`src/rtl/peecc_pkg.sv`:
```
// Shared types and constants for the PEECC test-chain sequencer.
// Stage indices name the datapath enable bits driven by pipe_seq_ctrl.
package peecc_pkg;

  typedef enum logic [2:0] {
    SEQ_IDLE  = 3'd0,
    SEQ_FILL  = 3'd1,
    SEQ_RUN   = 3'd2,
    SEQ_DRAIN = 3'd3,
    SEQ_TX    = 3'd4
  } seq_state_t;

  localparam int SEQ_CNT_W = 11;

  localparam int STAGE_GEN = 0;
  localparam int STAGE_ENC = 1;
  localparam int STAGE_BUS = 2;
  localparam int STAGE_DEC = 3;
  localparam int STAGE_CMP = 4;

endpackage

```
`src/rtl/seq_ramp_cnt.sv`:
```
// Step/dwell counter shared by the FILL and DRAIN ramps.
// Wraps to step 0 on expire so the next ramp starts clean.
module seq_ramp_cnt #(
  parameter int NUM_STAGES   = 5,
  parameter int STAGE_CYCLES = 2,
  localparam int SW = $clog2(NUM_STAGES),
  localparam int DW = $clog2(STAGE_CYCLES + 1)
) (
  input  logic          clk,
  input  logic          reset,
  input  logic          clr,
  input  logic          en,
  output logic [SW-1:0] step,
  output logic          step_end,
  output logic          expire
);

  logic [DW-1:0] dwell;

  assign step_end = dwell == DW'(STAGE_CYCLES - 1);
  assign expire   = step_end && (step == SW'(NUM_STAGES - 1));

  always_ff @(posedge clk or posedge reset) begin
    if (reset) begin
      step  <= '0;
      dwell <= '0;
    end else if (clr) begin
      step  <= '0;
      dwell <= '0;
    end else if (en) begin
      if (step_end) begin
        dwell <= '0;
        step  <= expire ? '0 : step + 1'b1;
      end else begin
        dwell <= dwell + 1'b1;
      end
    end
  end

endmodule

```
`src/rtl/pipe_seq_ctrl.sv`:
```
// PEECC pipeline sequencer: FILL ramp, RUN burst, DRAIN ramp, TX handoff.
// Optional perf counters are built when PEECC_SEQ_PERF_EN is defined.
module pipe_seq_ctrl
  import peecc_pkg::*;
#(
  parameter int NUM_STAGES   = 5,
  parameter int STAGE_CYCLES = 2,
  parameter int CNT_W        = SEQ_CNT_W,
  parameter int TRIG_CYCLES  = 3
) (
  input  logic                  clk,
  input  logic                  reset,
  input  logic                  valid_in,
  input  logic [CNT_W-1:0]      cfg_burst_len,
  input  logic                  cfg_continuous,
  input  logic                  abort,
  input  logic                  tx_done,
  output logic [NUM_STAGES-1:0] stage_en,
  output logic                  trigger,
  output logic                  start_tx,
  output logic                  done,
  output logic                  aborted,
  output logic                  busy,
  output logic [2:0]            state_o
`ifdef PEECC_SEQ_PERF_EN
  ,
  output logic [15:0]           perf_runs,
  output logic [31:0]           perf_cycles
`endif
);

  localparam int SW = $clog2(NUM_STAGES);

  seq_state_t state;
  logic [CNT_W-1:0] len;
  logic [CNT_W-1:0] run_cnt;
  logic [CNT_W-1:0] lat_len;
  logic [SW-1:0] step;
  logic step_end;
  logic expire;
  logic ramp_clr;
  logic [NUM_STAGES-1:0] nxt_bit;

  assign state_o  = state;
  assign lat_len  = (cfg_burst_len == '0) ? CNT_W'(1) : cfg_burst_len;
  assign ramp_clr = abort ||
    !(state == SEQ_FILL || state == SEQ_DRAIN);
  // Bit that the ramp touches when the current step ends.
  assign nxt_bit  = NUM_STAGES'(2) << step;

  seq_ramp_cnt #(
    .NUM_STAGES   (NUM_STAGES),
    .STAGE_CYCLES (STAGE_CYCLES)
  ) u_ramp (
    .clk      (clk),
    .reset    (reset),
    .clr      (ramp_clr),
    .en       (!ramp_clr),
    .step     (step),
    .step_end (step_end),
    .expire   (expire)
  );

  always_ff @(posedge clk or posedge reset) begin
    if (reset) begin
      state    <= SEQ_IDLE;
      stage_en <= '0;
      trigger  <= 1'b0;
      start_tx <= 1'b0;
      done     <= 1'b0;
      aborted  <= 1'b0;
      busy     <= 1'b0;
      len      <= CNT_W'(1);
      run_cnt  <= '0;
    end else begin
      start_tx <= 1'b0;
      done     <= 1'b0;
      aborted  <= 1'b0;
      if (abort && state != SEQ_IDLE) begin
        state    <= SEQ_IDLE;
        stage_en <= '0;
        trigger  <= 1'b0;
        busy     <= 1'b0;
        aborted  <= 1'b1;
      end else begin
        unique case (state)
          SEQ_IDLE: begin
            if (valid_in) begin
              state    <= SEQ_FILL;
              stage_en <= NUM_STAGES'(1);
              busy     <= 1'b1;
              len      <= lat_len;
            end
          end
          SEQ_FILL: begin
            if (expire) begin
              state    <= SEQ_RUN;
              stage_en <= '1;
              trigger  <= 1'b1;
              run_cnt  <= CNT_W'(1);
            end else if (step_end) begin
              stage_en <= stage_en | nxt_bit;
            end
          end
          SEQ_RUN: begin
            if (run_cnt == len) begin
              state    <= SEQ_DRAIN;
              stage_en <= ~NUM_STAGES'(1);
              trigger  <= 1'b0;
            end else begin
              run_cnt <= run_cnt + 1'b1;
              trigger <= 32'(run_cnt) < TRIG_CYCLES;
            end
          end
          SEQ_DRAIN: begin
            if (expire) begin
              state    <= SEQ_TX;
              start_tx <= 1'b1;
              done     <= 1'b1;
            end else if (step_end) begin
              stage_en <= stage_en & ~nxt_bit;
            end
          end
          SEQ_TX: begin
            if (tx_done) begin
              if (cfg_continuous && valid_in) begin
                state    <= SEQ_FILL;
                stage_en <= NUM_STAGES'(1);
                len      <= lat_len;
              end else begin
                state <= SEQ_IDLE;
                busy  <= 1'b0;
              end
            end
          end
          default: begin
            state    <= SEQ_IDLE;
            stage_en <= '0;
            trigger  <= 1'b0;
            busy     <= 1'b0;
          end
        endcase
      end
    end
  end

`ifdef PEECC_SEQ_PERF_EN
  logic tx_entry;

  assign tx_entry = state == SEQ_DRAIN && expire && !abort;

  always_ff @(posedge clk or posedge reset) begin
    if (reset) begin
      perf_runs   <= '0;
      perf_cycles <= '0;
    end else begin
      if (tx_entry && perf_runs != '1)
        perf_runs <= perf_runs + 1'b1;
      if (busy && perf_cycles != '1)
        perf_cycles <= perf_cycles + 1'b1;
    end
  end
`endif

endmodule

```
`config.mk`:
```
export PLATFORM = sky130hd
export DESIGN_NAME = pipe_seq_ctrl
export DESIGN_NICKNAME = d
export VERILOG_FILES = /design/src/rtl/peecc_pkg.sv /design/src/rtl/seq_ramp_cnt.sv /design/src/rtl/pipe_seq_ctrl.sv
export SDC_FILE = /design/constraint.sdc
export NUM_CORES = 1
export LEC_CHECK = 0
export CAP_MARGIN = 10
export CORE_MARGIN = 8
export CORE_UTILIZATION = 50
export CTS_BUF_LIST = sky130_fd_sc_hd__clkbuf_4
export DETAILED_ROUTE_END_ITERATION = 10
export PLACE_DENSITY = 0.76
export SYNTH_ARGS = -nofsm -noshare
export SYNTH_HDL_FRONTEND = slang
export SYNTH_SLANG_ARGS = --single-unit
export TNS_END_PERCENT = 30
```
`constraint.sdc`:
```
create_clock -name clk -period 1.98 [get_ports clk]
set_input_delay 0.396 -clock clk [delete_from_list [all_inputs] [get_ports clk]]
set_output_delay 0.396 -clock clk [all_outputs]
set_load 0.005 [all_outputs]
```
## Yosys cells after proc, flatten, opt, wreduce, memory -nomap -nowiden

Cells that the tools add are included.

| cells by class | value |
|---|---|
| $add $sub $neg | 3 |
| $lt $le $gt $ge | 1 |
| equality and inequality tests | 24 |
| shift operators | 1 |
| multiplexer cells | 44 |
| bitwise gates (word level) | 4 |
| reductions and logical operators | 20 |

Operators with widths:

| cell | count |
|---|---|
| $mux 11 | 6 |
| $mux 5 | 9 |
| $pmux 11 s2 | 2 |
| $mux 3 | 9 |
| $pmux 5 s5 | 1 |
| $ne 3x3->1 const B | 6 |
| $pmux 3 s5 | 1 |
| $mux 1 | 12 |
| $add 11x1->11 const B | 1 |
| $eq 11x11->1 | 1 |
| $logic_not 11->1 | 1 |
| $lt 11x2->1 const B | 1 |
| $reduce_and 5->1 | 2 |
| $ne 3x1->1 const B | 3 |
| $ne 2x2->1 const B | 4 |
| $reduce_and 4->1 | 2 |
| $reduce_and 7->1 | 1 |
| $eq 3x2->1 const B | 2 |
| $eq 3x3->1 const B | 2 |
| $ne 2x1->1 const B | 3 |
| $pmux 1 s3 | 2 |
| $reduce_bool 2->1 | 3 |
| $reduce_or 3->1 | 2 |
| $and 5x5->5 | 1 |
| other kinds (16) | 20 |

| word-level totals | value |
|---|---|
| register bits | 39 |
| input bits | 17 |
| output and inout port bits | 13 |
| logic and storage cells | 107 |

## Logic depth before layout (Yosys ltp)

Gate-level depths: netlist of run 1.

| depth | value |
|---|---|
| depth after elaboration | 7 |
| mapped depth | 9 |
| mapped depth without buffers | 7 |

## Hierarchy

A second synthesis of run 1 with hierarchy kept.

| unflattened totals | value |
|---|---|
| cell total of the unflattened synthesis | 245 |
| area total of the unflattened synthesis | 2,333.5 µm² |

By module, submodules not included:

| module | times used | cells an instance | area an instance (µm²) | sequential area each (µm²) |
|---|---|---|---|---|
| pipe_seq_ctrl | 1 | 217 | 2,068.2 | 852.1 |
| seq_ramp_cnt | 1 | 28 | 265.3 | 125.1 |

## Worst setup path before layout of run 1

OpenSTA, ideal clock, no wires.

| timing | value |
|---|---|
| kind | register to register |
| from | register u_ramp.step[0] |
| to | register run_cnt[6] |
| setup time | 0.064 ns |
| arrival time | 1.914 ns |
| data required time | 1.916 ns |
| path slack | 0.003 ns |
| cell stages (with the launch flop) | 10 |
| buffers on the path | 2 |
| period minus slack after synthesis | 1.977 ns |
| cell sequence | dfrtp_1 -> inv_1 -> ha_1 -> and4b_1 -> buf_6 -> and4_4 -> buf_6 -> or3_1 -> o31ai_2 -> a21o_1 |

| on the way | value |
|---|---|
| longest elaborated chain between the ends | 4 |

Ends and longest elaborated chain:

| item | RTL line | text |
|---|---|---|
| start, declared | seq_ramp_cnt.sv:13 | `output logic [SW-1:0] step,` |
| start signal, assigned | seq_ramp_cnt.sv:33 | `step <= expire ? '0 : step + 1'b1;` |
| $eq 3x3->1 | seq_ramp_cnt.sv:21 | `assign expire = step_end && (step == SW'(NUM_STAGES - 1));` |
| $logic_and 1x1->1 | seq_ramp_cnt.sv:21 |  |
| $ne 2x1->1 (no line) | - |  |
| $reduce_and 4->1 (no line) | - |  |
| end signal, assigned | pipe_seq_ctrl.sv:111 | `run_cnt <= run_cnt + 1'b1;` |
| end, declared | pipe_seq_ctrl.sv:36 | `logic [CNT_W-1:0] run_cnt;` |

No other way between the ends.
A chain may end at the register's enable or synchronous reset.

## Worst setup path after layout of run 1

| timing | value |
|---|---|
| from | register u_ramp.step[1] |
| to | register run_cnt[10] |

The elaborated chain is that of the path after synthesis.

==> metrics.txt, run 1 <==
final weighted congestion in routability-driven placement=0.885; DR WL/cell=16.2 um; min Tclk post-route=2.00 ns; Reg2Reg Launch Point=u_ramp.step[1]$_DFFE_PP0P_; DP HPWL=4060 um; post-cts hold buffer count=0; reg2reg setup slack=-0.02 ns; share of cells above drive strength 1=29.0%; Max Freq=500 MHz; register bit total from synthesis=39; NumNets Final=319; Seq pwr share=40.5%; sequential area share after synthesis=41.7%; actual slew at the worst max-slew pin=0.512 ns; clk_skew=0.0145 ns; clock sinks=39; DR iter-0 viols=237; GR Util All Layers=16.5%; Clock transition at path regs=0.13 ns; first-pass iteration count of the detailed router=4; FF-to-FF path depth=10; TritonCTS Buffers=5; Finished Cell Area=3100 um^2; PortBufs=29; status=finished, violations left; CP Max Fanout=6; part of the power in combinational logic=35.6%; CTS tree=yes; peak supply drop=0.708 mV; Routed WL=5670 um; die area=7140 um^2; synth warn=0; r2r endpoint=run_cnt[10]$_DFFE_PP0P_; initial core utilization=50.6%; worst hold path class=in2async; H-Tree Depth=2; Clk pwr share=23.9%; antenna violations before repair=0; crit path kind=reg2reg; Yosys top cell area share=40.6%; Clock Tree Buf Depth=2; Post-synth EDFFs=0; Slew Limit Fails=0; final-layout fill cell count=368; top cells by count, synth=dfrtp_1, nor2_1, a21oi_1; final hold violations=0; internal power=0.00197 W; Die Width=84.5 um; Mapped Nets=260; # IOs=30; CP Launch Type=register; pwr dens=915 nW/um^2; ys flop type=dfrtp_1; leading area contributor after synthesis=dfrtp_1; first-pass GRT wire length=9640 um; post-route antenna net violation count=0; Cells after Synth=237; Yosys cell types=53; vias in the first global route=2063; DP Area=2860 um^2; Sw Ratio=30.6%; core area=4630 um^2; Pleak=1.29 nW; vias per cell=5.91; violated checks=negative setup slack; endpoint class of the critical path=register; Die H=84.5 um; area grow syn2layout=32.3%; Mean Syn Cell Area=9.89 um^2; ANT cells=0; most numerous cell in the Yosys netlist=dfrtp_1; # DRC=0; Netlist Area Pre-Place=2340 um^2; clock root buffer=clkbuf_4; final worst slack=-0.0213 ns; Slew headroom=65.9%; Max-Cap Viols=0; Synth async-reset ratio=100%; via count=2076; largest net degree at the start of global routing=21; Data required, critical path=2.25 ns; Placement Setup Slack=-0.159 ns; WP data arrival=2.27 ns; RSZ-0062 raised after global routing=true; top post-synthesis cells by area=dfrtp_1, mux2_2, xnor2_1, a21oi_1, ha_1; total grt overflow=0; final setup fails=3; clk_lat worst skew=0.37 ns; period utilisation layout=101%; Net Sw Power=0.000868 W; Rows=25
==> layout make-up <==
type	count	area (um^2)	share of cell area, %
clock buffers	5	37.5	1.21
clock inverters	3	67.6	2.18
inverters	12	45.0	1.45
multi-input cells	168	1260	40.7
flip-flops and latches	39	980	31.6
well taps	54	67.6	2.18
repair buffers	70	643	20.7
==> cell families (layout without fill, tap and decap cells) <==
logic type               Yosys count  in the layout  synth area share [%]
buffers and inverters             30             90                  7.42
flip-flops                        39             39                  41.7
adder cells (fa/ha/maj)            6              6                  3.20
AO/OA/AOI/OAI                     61             61                  17.9
multiplexers                      12             12                  5.71
AND/OR/NAND/NOR                   78             78                  20.0
XOR/XNOR                          11             11                  4.11
==> worst max-delay path by stage <==
stage | depth (start not counted) | slack (ns) | to | from
after floorplan | 9 | 0.003 | run_cnt[6]$_DFFE_PP0P_ | u_ramp.step[0]$_DFFE_PP0P_
final | 10 | -0.02 | run_cnt[10]$_DFFE_PP0P_ | u_ramp.step[1]$_DFFE_PP0P_
after CTS | 8 | -0.02 | run_cnt[8]$_DFFE_PP0P_ | u_ramp.step[0]$_DFFE_PP0P_
after detailed placement | 6 | -0.16 | run_cnt[4]$_DFFE_PP0P_ | abort
after global placement | 6 | -0.09 | run_cnt[8]$_DFFE_PP0P_ | abort
after global routing | 10 | -0.15 | run_cnt[10]$_DFFE_PP0P_ | u_ramp.step[0]$_DFFE_PP0P_
==> flip-flops by register name (all words and copies together), names as in the netlist <==
signal        count
len              11
state_o           3
trigger           1
busy              1
stage_en          5
aborted           1
u_ramp.step       3
run_cnt          11
u_ramp.dwell      2
done              1
==> critical path, cell delays in order, from the launching register on <==
cell and delay, ns:
dfrtp_1 0.40, inv_2 0.10, ha_4 0.14, nand4b_1 0.17, nor3b_4 0.29, o21ai_4 0.11
buf_6 0.14, buf_4 0.12, buf_4 0.14, o31ai_2 0.24, a21oi_2 0.07
==> repair_timing <==
item	in CTS	in global routing
endpoints found under the setup margin	6	13
buffers inserted	7	1
gates resized for setup	11	11
pin swaps	8	5
==> cell usage in the layout, fill, tap and decap left out, drive strengths merged, types with 4 or more instances in the layout <==
cell type      synthesis  routed
a21oi                 17      17
a31oi                  4       4
and2                   5       5
buf                   13      41
clkbuf                 5       5
clkdlybuf4s50          0      29
dfrtp                 38      38
ha                     6       6
inv                   12      12
mux2                  11      11
nand2                  9       9
nand3                  8       8
nand4                  6       6
nor2                  17      17
nor4                   4       4
o21ai                  9       9
o22ai                  4       4
o31ai                  9       9
or4                    8       8
xnor2                 11      11
==> per-stage QoR <==
step | setup TNS, ns | std cells | hold WS (ns) | utilization [%] | power, W
2_1_floorplan | 0 | 237 | 0.452 | - | 0.00174
3_3_place_gp | -0.643 | 335 | 0.468 | 61.8 | 0.00211
3_5_place_dp | -1.42 | 335 | 0.493 | 61.8 | 0.00214
4_1_cts | -0.0579 | 350 | 0.354 | 65.8 | 0.00283
5_1_grt | -0.874 | 351 | 0.399 | 67.0 | 0.00300
6_report | -0.0287 | 351 | 0.336 | 67.0 | 0.00284
==> power by group through the flow <==
stage	registers [W]	clock network (W)	logic, W
2_1_floorplan	0.00113	0	0.000601
3_3_place_gp	0.00115	0	0.000956
3_5_place_dp	0.00116	0	0.000978
4_1_cts	0.00115	0.000686	0.000996
5_1_grt	0.00118	0.000717	0.00110
6_report	0.00115	0.000679	0.00101
==> metal layers <==
metal	vias to the layer above	wire, um	track usage (%)
met4	0	91	7.12
met2	62	2690	25.8
li1	989	-	-
met3	7	344	4.29
met1	1018	2540	20.8
met5	-	0	0
Power figures use the tool's default switching activity.
==> inputs of run 2 (changes only) <==
DONT_BUFFER_PORTS = 1   (was unset)
PLACE_DENSITY = unset   (was 0.76)
clock period = 1.95 ns   (was 1.98 ns; I/O delays follow)
==> run 2 against run 1 <==
  * Critical endpoint is now run_cnt[4]$_DFFE_PP0P_
  * Routed wire length fell by 2.0%
  * Worst hold slack got worse by 0.31 ns
  * Sequential power is essentially flat
  * Register-to-register slack gained 0.06 ns
  * Count of clock-buffer cells in the layout is the same
  * Die area stayed put
  * Non-clock buffer count decreased by 36
  * Core utilization down 9.4 points
  * Combinational power down 17%
  * Design area is 14% lower
  * Largest power group unchanged
  * Maximum frequency rose by 4.6%
  * The run now ends clean
==> metrics.txt, run 2 (synthesis gave the netlist of run 1 again) <==
Rows=25 (unchanged); antenna violations before repair=0 (unchanged); crit path kind=reg2reg; clk_lat worst skew=0.35 ns (-0.02 ns); DP HPWL=4100 um (+1.0%); Pleak=1.13 nW (-12%); Max-Cap Viols=0 (unchanged); dpl cells=301 (-10%); Die H=84.5 um (unchanged); area grow syn2layout=13.7%; final setup fails=0 (-3); first-pass iteration count of the detailed router=4 (unchanged); Die Width=84.5 um (unchanged); min Tclk post-route=1.91 ns (-0.0887 ns); period utilisation layout=98.1% (-3.0 points); Clock transition at path regs=0.13 ns (about the same); NumNets Final=283 (-11%); DR WL/cell=17.6 um (+9.2%); CP Max Fanout=8 (+2); final hold violations=0 (unchanged); pwr dens=960 nW/um^2 (+4.9%); # IOs=30 (unchanged); WP data arrival=2.21 ns (-0.06 ns); Slew headroom=67.6% (+1.7 points); # DRC=0 (unchanged); Multi-input gate area=1240 um^2 (-2.0%); via count=1900 (-8.5%); Clock Tree Buf Depth=2 (unchanged); RSZ-0062 raised after global routing=true; Max Freq=523 MHz (+4.6%); Data required, critical path=2.25 ns (about the same); GR Util All Layers=16.1% (-0.34 points); clock sinks=39 (unchanged); clk_skew=0.0125 ns (-0.00201 ns); endpoint class of the critical path=register; TritonCTS Buffers=5 (unchanged); die area=7140 um^2 (unchanged); register area=977 um^2 (-0.26%); Slew Limit Fails=0 (unchanged); CP Launch Type=register; share of cells above drive strength 1=29.1% (+0.16 points); actual slew at the worst max-slew pin=0.486 ns (-0.0255 ns); post-route antenna net violation count=0 (unchanged); Routed WL=5560 um (-2.0%); H-Tree Depth=2 (unchanged); clock root buffer=clkbuf_4; first-pass GRT wire length=9290 um (-3.7%); vias in the first global route=1926 (-6.6%); PortBufs=0 (-100%); initial core utilization=50.6% (unchanged); DR iter-0 viols=146 (-38%); ANT cells=0 (unchanged); vias per cell=6.03 (+2.0%); CTS tree=yes; Non-Filler Instances=315 (-10%); peak supply drop=0.771 mV (+8.8%); final-layout fill cell count=437 (+19%); worst hold path class=in2async; status=completed; CP Launch Point=u_ramp.step[1]$_DFFE_PP0P_; commonest non-fill, non-tap cell in the layout=dfrtp_1; Reg2Reg Launch Point=u_ramp.step[1]$_DFFE_PP0P_; core area=4630 um^2 (unchanged); largest net degree at the start of global routing=40 (+90%); post-cts hold buffer count=0 (unchanged); total grt overflow=0 (unchanged); TNS Setup=0 ns (+0.0287 ns); final weighted congestion in routability-driven placement=0.883 (-0.24%); commonest non-fill, non-tap cells in the layout=dfrtp_1, buf_4, nor2_1, a21oi_1, xnor2_1; top flop regs=len: 11 flops, run_cnt: 11 flops, stage_en: 5 flops
==> run 2: final cells by class <==
type,instances,area share (%)
tap,54,2.53
multi-input combinational,168,46.4
timing repair buffer,34,9.85
sequential,39,36.6
clock inverter,3,1.45
inverter,12,1.69
clock buffer,5,1.41
==> run 2: timing repair <==
action                     CTS  global route
resized for setup            5             8
setup endpoints to repair    6            11
pin swaps                    8             9
buffers inserted             3             3
==> run 2: worst max-delay path: stages (launching register included) <==
cell      delay, ns
dfrtp_1        0.42
inv_2          0.09
ha_4           0.13
nand4b_1       0.13
nor3b_2        0.23
o21ai_2        0.10
buf_6          0.15
or4_4          0.48
a21oi_2        0.14
==> run 2: per-stage QoR <==
stage / total power (W) / setup WS (ns) / instance area [um^2] / util (%) / hold WS (ns)
3_5_place_dp: 0.00202 / -0.0496 / 2500 / 53.9 / 0.437
6_report: 0.00256 / 0.0374 / 2670 / 57.6 / 0.0277
5_1_grt: 0.00272 / -0.0736 / 2670 / 57.6 / 0.0595
4_1_cts: 0.00257 / 0.00663 / 2610 / 56.4 / 0.0473
2_1_floorplan: 0.00176 / 0.0230 / 2350 / - / 0.452
3_3_place_gp: 0.00199 / 0.0424 / 2500 / 53.9 / 0.422
==> run 2: power breakdown <==
part	internal [W]	switching (W)
clock network	0.000264	0.000279
logic	0.000449	0.000388
registers	0.00101	0.000170
total	0.00172	0.000836
==> run 2: layer usage <==
layer  part of all wire [%]  wire, um  vias up  global-route usage (%)
met5                      0         0        -                       0
met4                   0.92        51        0                    4.37
met3                    8.2       454        6                    6.24
met2                     46      2580       57                    25.0
met1                     44      2470      926                    20.4
li1                       -         -      911                       -
==> run 2: worst paths after layout <==
kind / endpoint / slack [ns] / depth (start not counted)
worst min-delay path: run_cnt[3]$_DFFE_PP0P_ / 0.03 / 2
max in group asynchronous: len[0]$_DFFE_PP1P_ / 1.57 / 2
min in group clk: state_o[2]$_DFFE_PP0P_ / 0.12 / 1
worst min register to register: u_ramp.dwell[0]$_DFF_PP0_ / 0.51 / 1
worst max-delay path: run_cnt[4]$_DFFE_PP0P_ / 0.04 / 8
worst max register to register: run_cnt[4]$_DFFE_PP0P_ / 0.04 / 8
==> inputs of run 3 (changes only) <==
ABC_AREA = 1   (was unset)
==> run 3 against run 2 <==
  * Area after synthesis up 6.0%
  * Critical path depth is 2 higher
  * Cell count increased by 37%
  * Synthesized cell count increased by 51%
==> metrics.txt, run 3 <==
Finished Cell Area=2660 um^2 (about the same); vias in the first global route=2045 (+6.2%); actual slew at the worst max-slew pin=0.482 ns (-0.00399 ns); Seq pwr share=39.3% (-6.8 points); Yosys top cell area share=38.2% (-2.3 points); final weighted congestion in routability-driven placement=0.871 (-1.4%); DR WL/cell=12.8 um (-27%); clk_skew=0.0100 ns (-0.00247 ns); top post-synthesis cells by area=dfrtp_1, nand2_1, inv_1, nand3_1, nor2_1; post-CTS setup buffer count=0 (-3); initial core utilization=52.3% (+1.6 points); DP HPWL=4410 um (+7.7%); Net Sw Power=0.00144 W (+72%); total grt overflow=0 (unchanged); Clk pwr share=16.0% (-5.2 points); Yosys cell types=32 (-40%); peak supply drop=0.841 mV (+9.1%); area share of fa/ha/maj cells after synthesis=3.02% (-0.18 points); final setup fails=0 (unchanged); core area=4750 um^2 (+2.7%); Data required, critical path=2.24 ns (about the same); post-route antenna net violation count=0 (unchanged); Clock transition at path regs=0.12 ns (about the same); die area=7480 um^2 (+4.9%); top cells by count, synth=nand2_1, inv_1, dfrtp_1; Clock Tree Buf Depth=2 (unchanged); top flop regs=len: 11 flops, run_cnt: 11 flops, stage_en: 5 flops; final hold violations=0 (unchanged); ys flop type=dfrtp_1; # IOs=30 (unchanged); GR Util All Layers=16.4% (+0.30 points); Rows=25 (unchanged); Mapped Nets=381 (+47%); Max Freq=569 MHz (+8.8%); post-cts hold buffer count=0 (unchanged); reg2reg setup slack=0.19 ns (+0.15 ns); WP data arrival=2.04 ns (-0.17 ns); PortBufs=0 (unchanged); # DRC=0 (unchanged); Netlist Area Pre-Place=2490 um^2 (+6.0%); largest net degree at the start of global routing=40 (unchanged); final core occ=56.0% (-1.6 points); post-synthesis simple-gate area fraction=40.1% (+20 points); antenna violations before repair=0 (unchanged); share of cells above drive strength 1=9.84% (-19 points); via count=2151 (+13%); commonest non-fill, non-tap cells in the layout=nand2_1, inv_1, dfrtp_1, nor2_1, nand3_1; area grow syn2layout=7.15%; synth warn=0 (unchanged); Hold WS=0.0287 ns (+0.000936 ns); Mean Syn Cell Area=6.94 um^2 (-30%); worst hold path class=in2async; Pwr Total=0.00327 W (+28%); Cells after Synth=358 (+51%); endpoint class of the critical path=register; CTS tree=yes; commonest non-fill, non-tap cell in the layout=nand2_1; Post-synth EDFFs=0 (unchanged); CP Max Fanout=12 (+4); Sw Ratio=44.0% (+11 points); final worst slack=0.192 ns (+0.155 ns); first-pass iteration count of the detailed router=4 (unchanged); internal power=0.00183 W (+6.4%); Synth async-reset ratio=100% (unchanged); clk_lat worst skew=0.34 ns (about the same); leading area contributor after synthesis=dfrtp_1; DP Area=2570 um^2 (+3.1%); ANT cells=0 (unchanged); multiplexer area fraction after synthesis=0% (-5.7 points); largest family of logic cells by synthesized area=simple AND/OR/NAND/NOR gates; crit path kind=reg2reg; Pleak=1.36 nW (+21%); compound-cell area share of the yosys netlist=5.99% (-12 points); Die H=86.5 um (+2.4%); min Tclk post-route=1.76 ns (-0.155 ns); part of the power in combinational logic=44.6% (+12 points); register bit total from synthesis=39 (unchanged); clock root buffer=clkbuf_4; Slew headroom=67.9% (+0.27 points); Die Width=86.5 um (+2.4%); DR iter-0 viols=118 (-19%); pwr dens=1230 nW/um^2 (+28%); Placement Setup Slack=0.101 ns (+0.151 ns); sequential area share after synthesis=39.3% (-2.4 points); CP Launch Type=register; Routed WL=5550 um (-0.23%); NumNets Final=388 (+37%); most numerous cell in the Yosys netlist=nand2_1; vias per cell=4.97 (-18%); status=completed; period utilisation layout=90.2% (-7.9 points); H-Tree Depth=2 (unchanged); TritonCTS Buffers=5 (unchanged); Max-Cap Viols=0 (unchanged); clock sinks=39 (unchanged); first-pass GRT wire length=9780 um (+5.4%); Slew Limit Fails=0 (unchanged); XOR/XNOR Fraction of Synth Area=2.47% (-1.6 points)
## run 3: cell count changes after synthesis, moves of 8 or more
cell     change
a21oi_1      -9
inv_1       +29
nand2_1    +118
mux2_2      -10
nor2_1      +14
or4_1        -8
nor3_1       +8
nand3_1     +23
o31ai_1      -8
## run 3: final cells by class
class / count / area [um^2]
Multi-Input combinational cell: 267 / 1300
Clock buffer: 5 / 37.5
Fill cell: 505 / 2090
Clock inverter: 3 / 38.8
Inverter: 43 / 161
Timing Repair Buffer: 9 / 67.6
Sequential cell: 39 / 977
Tap cell: 67 / 83.8
## run 3: power groups by stage
stage	clock network (W)	registers [W]	logic, W
final	0.000525	0.00129	0.00146
after global routing	0.000580	0.00133	0.00172
after CTS	0.000540	0.00129	0.00145
after detailed placement	0	0.00131	0.00144
after global placement	0	0.00131	0.00143
after floorplan	0	0.00123	0.00125
## run 3: kinds of logic (layout without fill, tap and decap cells)
logic type	after synthesis	in the layout
simple gates	226	226
flops	39	39
buf+inv	52	60
xor+xnor	7	7
compound gates	28	28
fa+ha+maj	6	6
## run 3: path summary, 6_finish.rpt
path,start,depth (start not counted),endpoint
max in group asynchronous,reset,2,len[0]$_DFFE_PP1P_
worst max register to register,u_ramp.step[0]$_DFFE_PP0P_,10,run_cnt[3]$_DFFE_PP0P_
worst min register to register,u_ramp.dwell[0]$_DFF_PP0_,1,u_ramp.dwell[0]$_DFF_PP0_
worst min-delay path,reset,2,len[7]$_DFFE_PP0P_
worst max-delay path,u_ramp.step[0]$_DFFE_PP0P_,10,run_cnt[3]$_DFFE_PP0P_
min in group clk,cfg_burst_len[7],2,len[7]$_DFFE_PP0P_
## run 3: layer usage
metal	up-vias	share of wire, %	routed length, um	track usage [%]
li1	1145	-	-	-
met1	954	52	2900	24.2
met5	-	0	0	0
met2	46	39	2180	22.0
met4	0	0.96	53	4.23
met3	6	7.4	413	5.39
## run 3: through the flow
stage                     TNS [ns]  cells
final                            0    433
after global routing       -0.0261    433
after CTS                        0    433
after detailed placement         0    425
after global placement           0    425
after floorplan                  0    358
## run 3: what timing repair did
item,in CTS,in global routing
hold endpoints to repair,0,0
setup endpoints to repair,0,17
gates resized for setup,0,3
## run 3: worst max-delay path: stages, from the launching register on
cell,delay [ns]
dfrtp_1,0.43
inv_1,0.10
ha_1,0.17
nand2_1,0.11
nor2_4,0.20
nor2_2,0.08
nor2_4,0.15
nand2_2,0.17
nand2_4,0.15
nand2_1,0.07
nand2_1,0.06
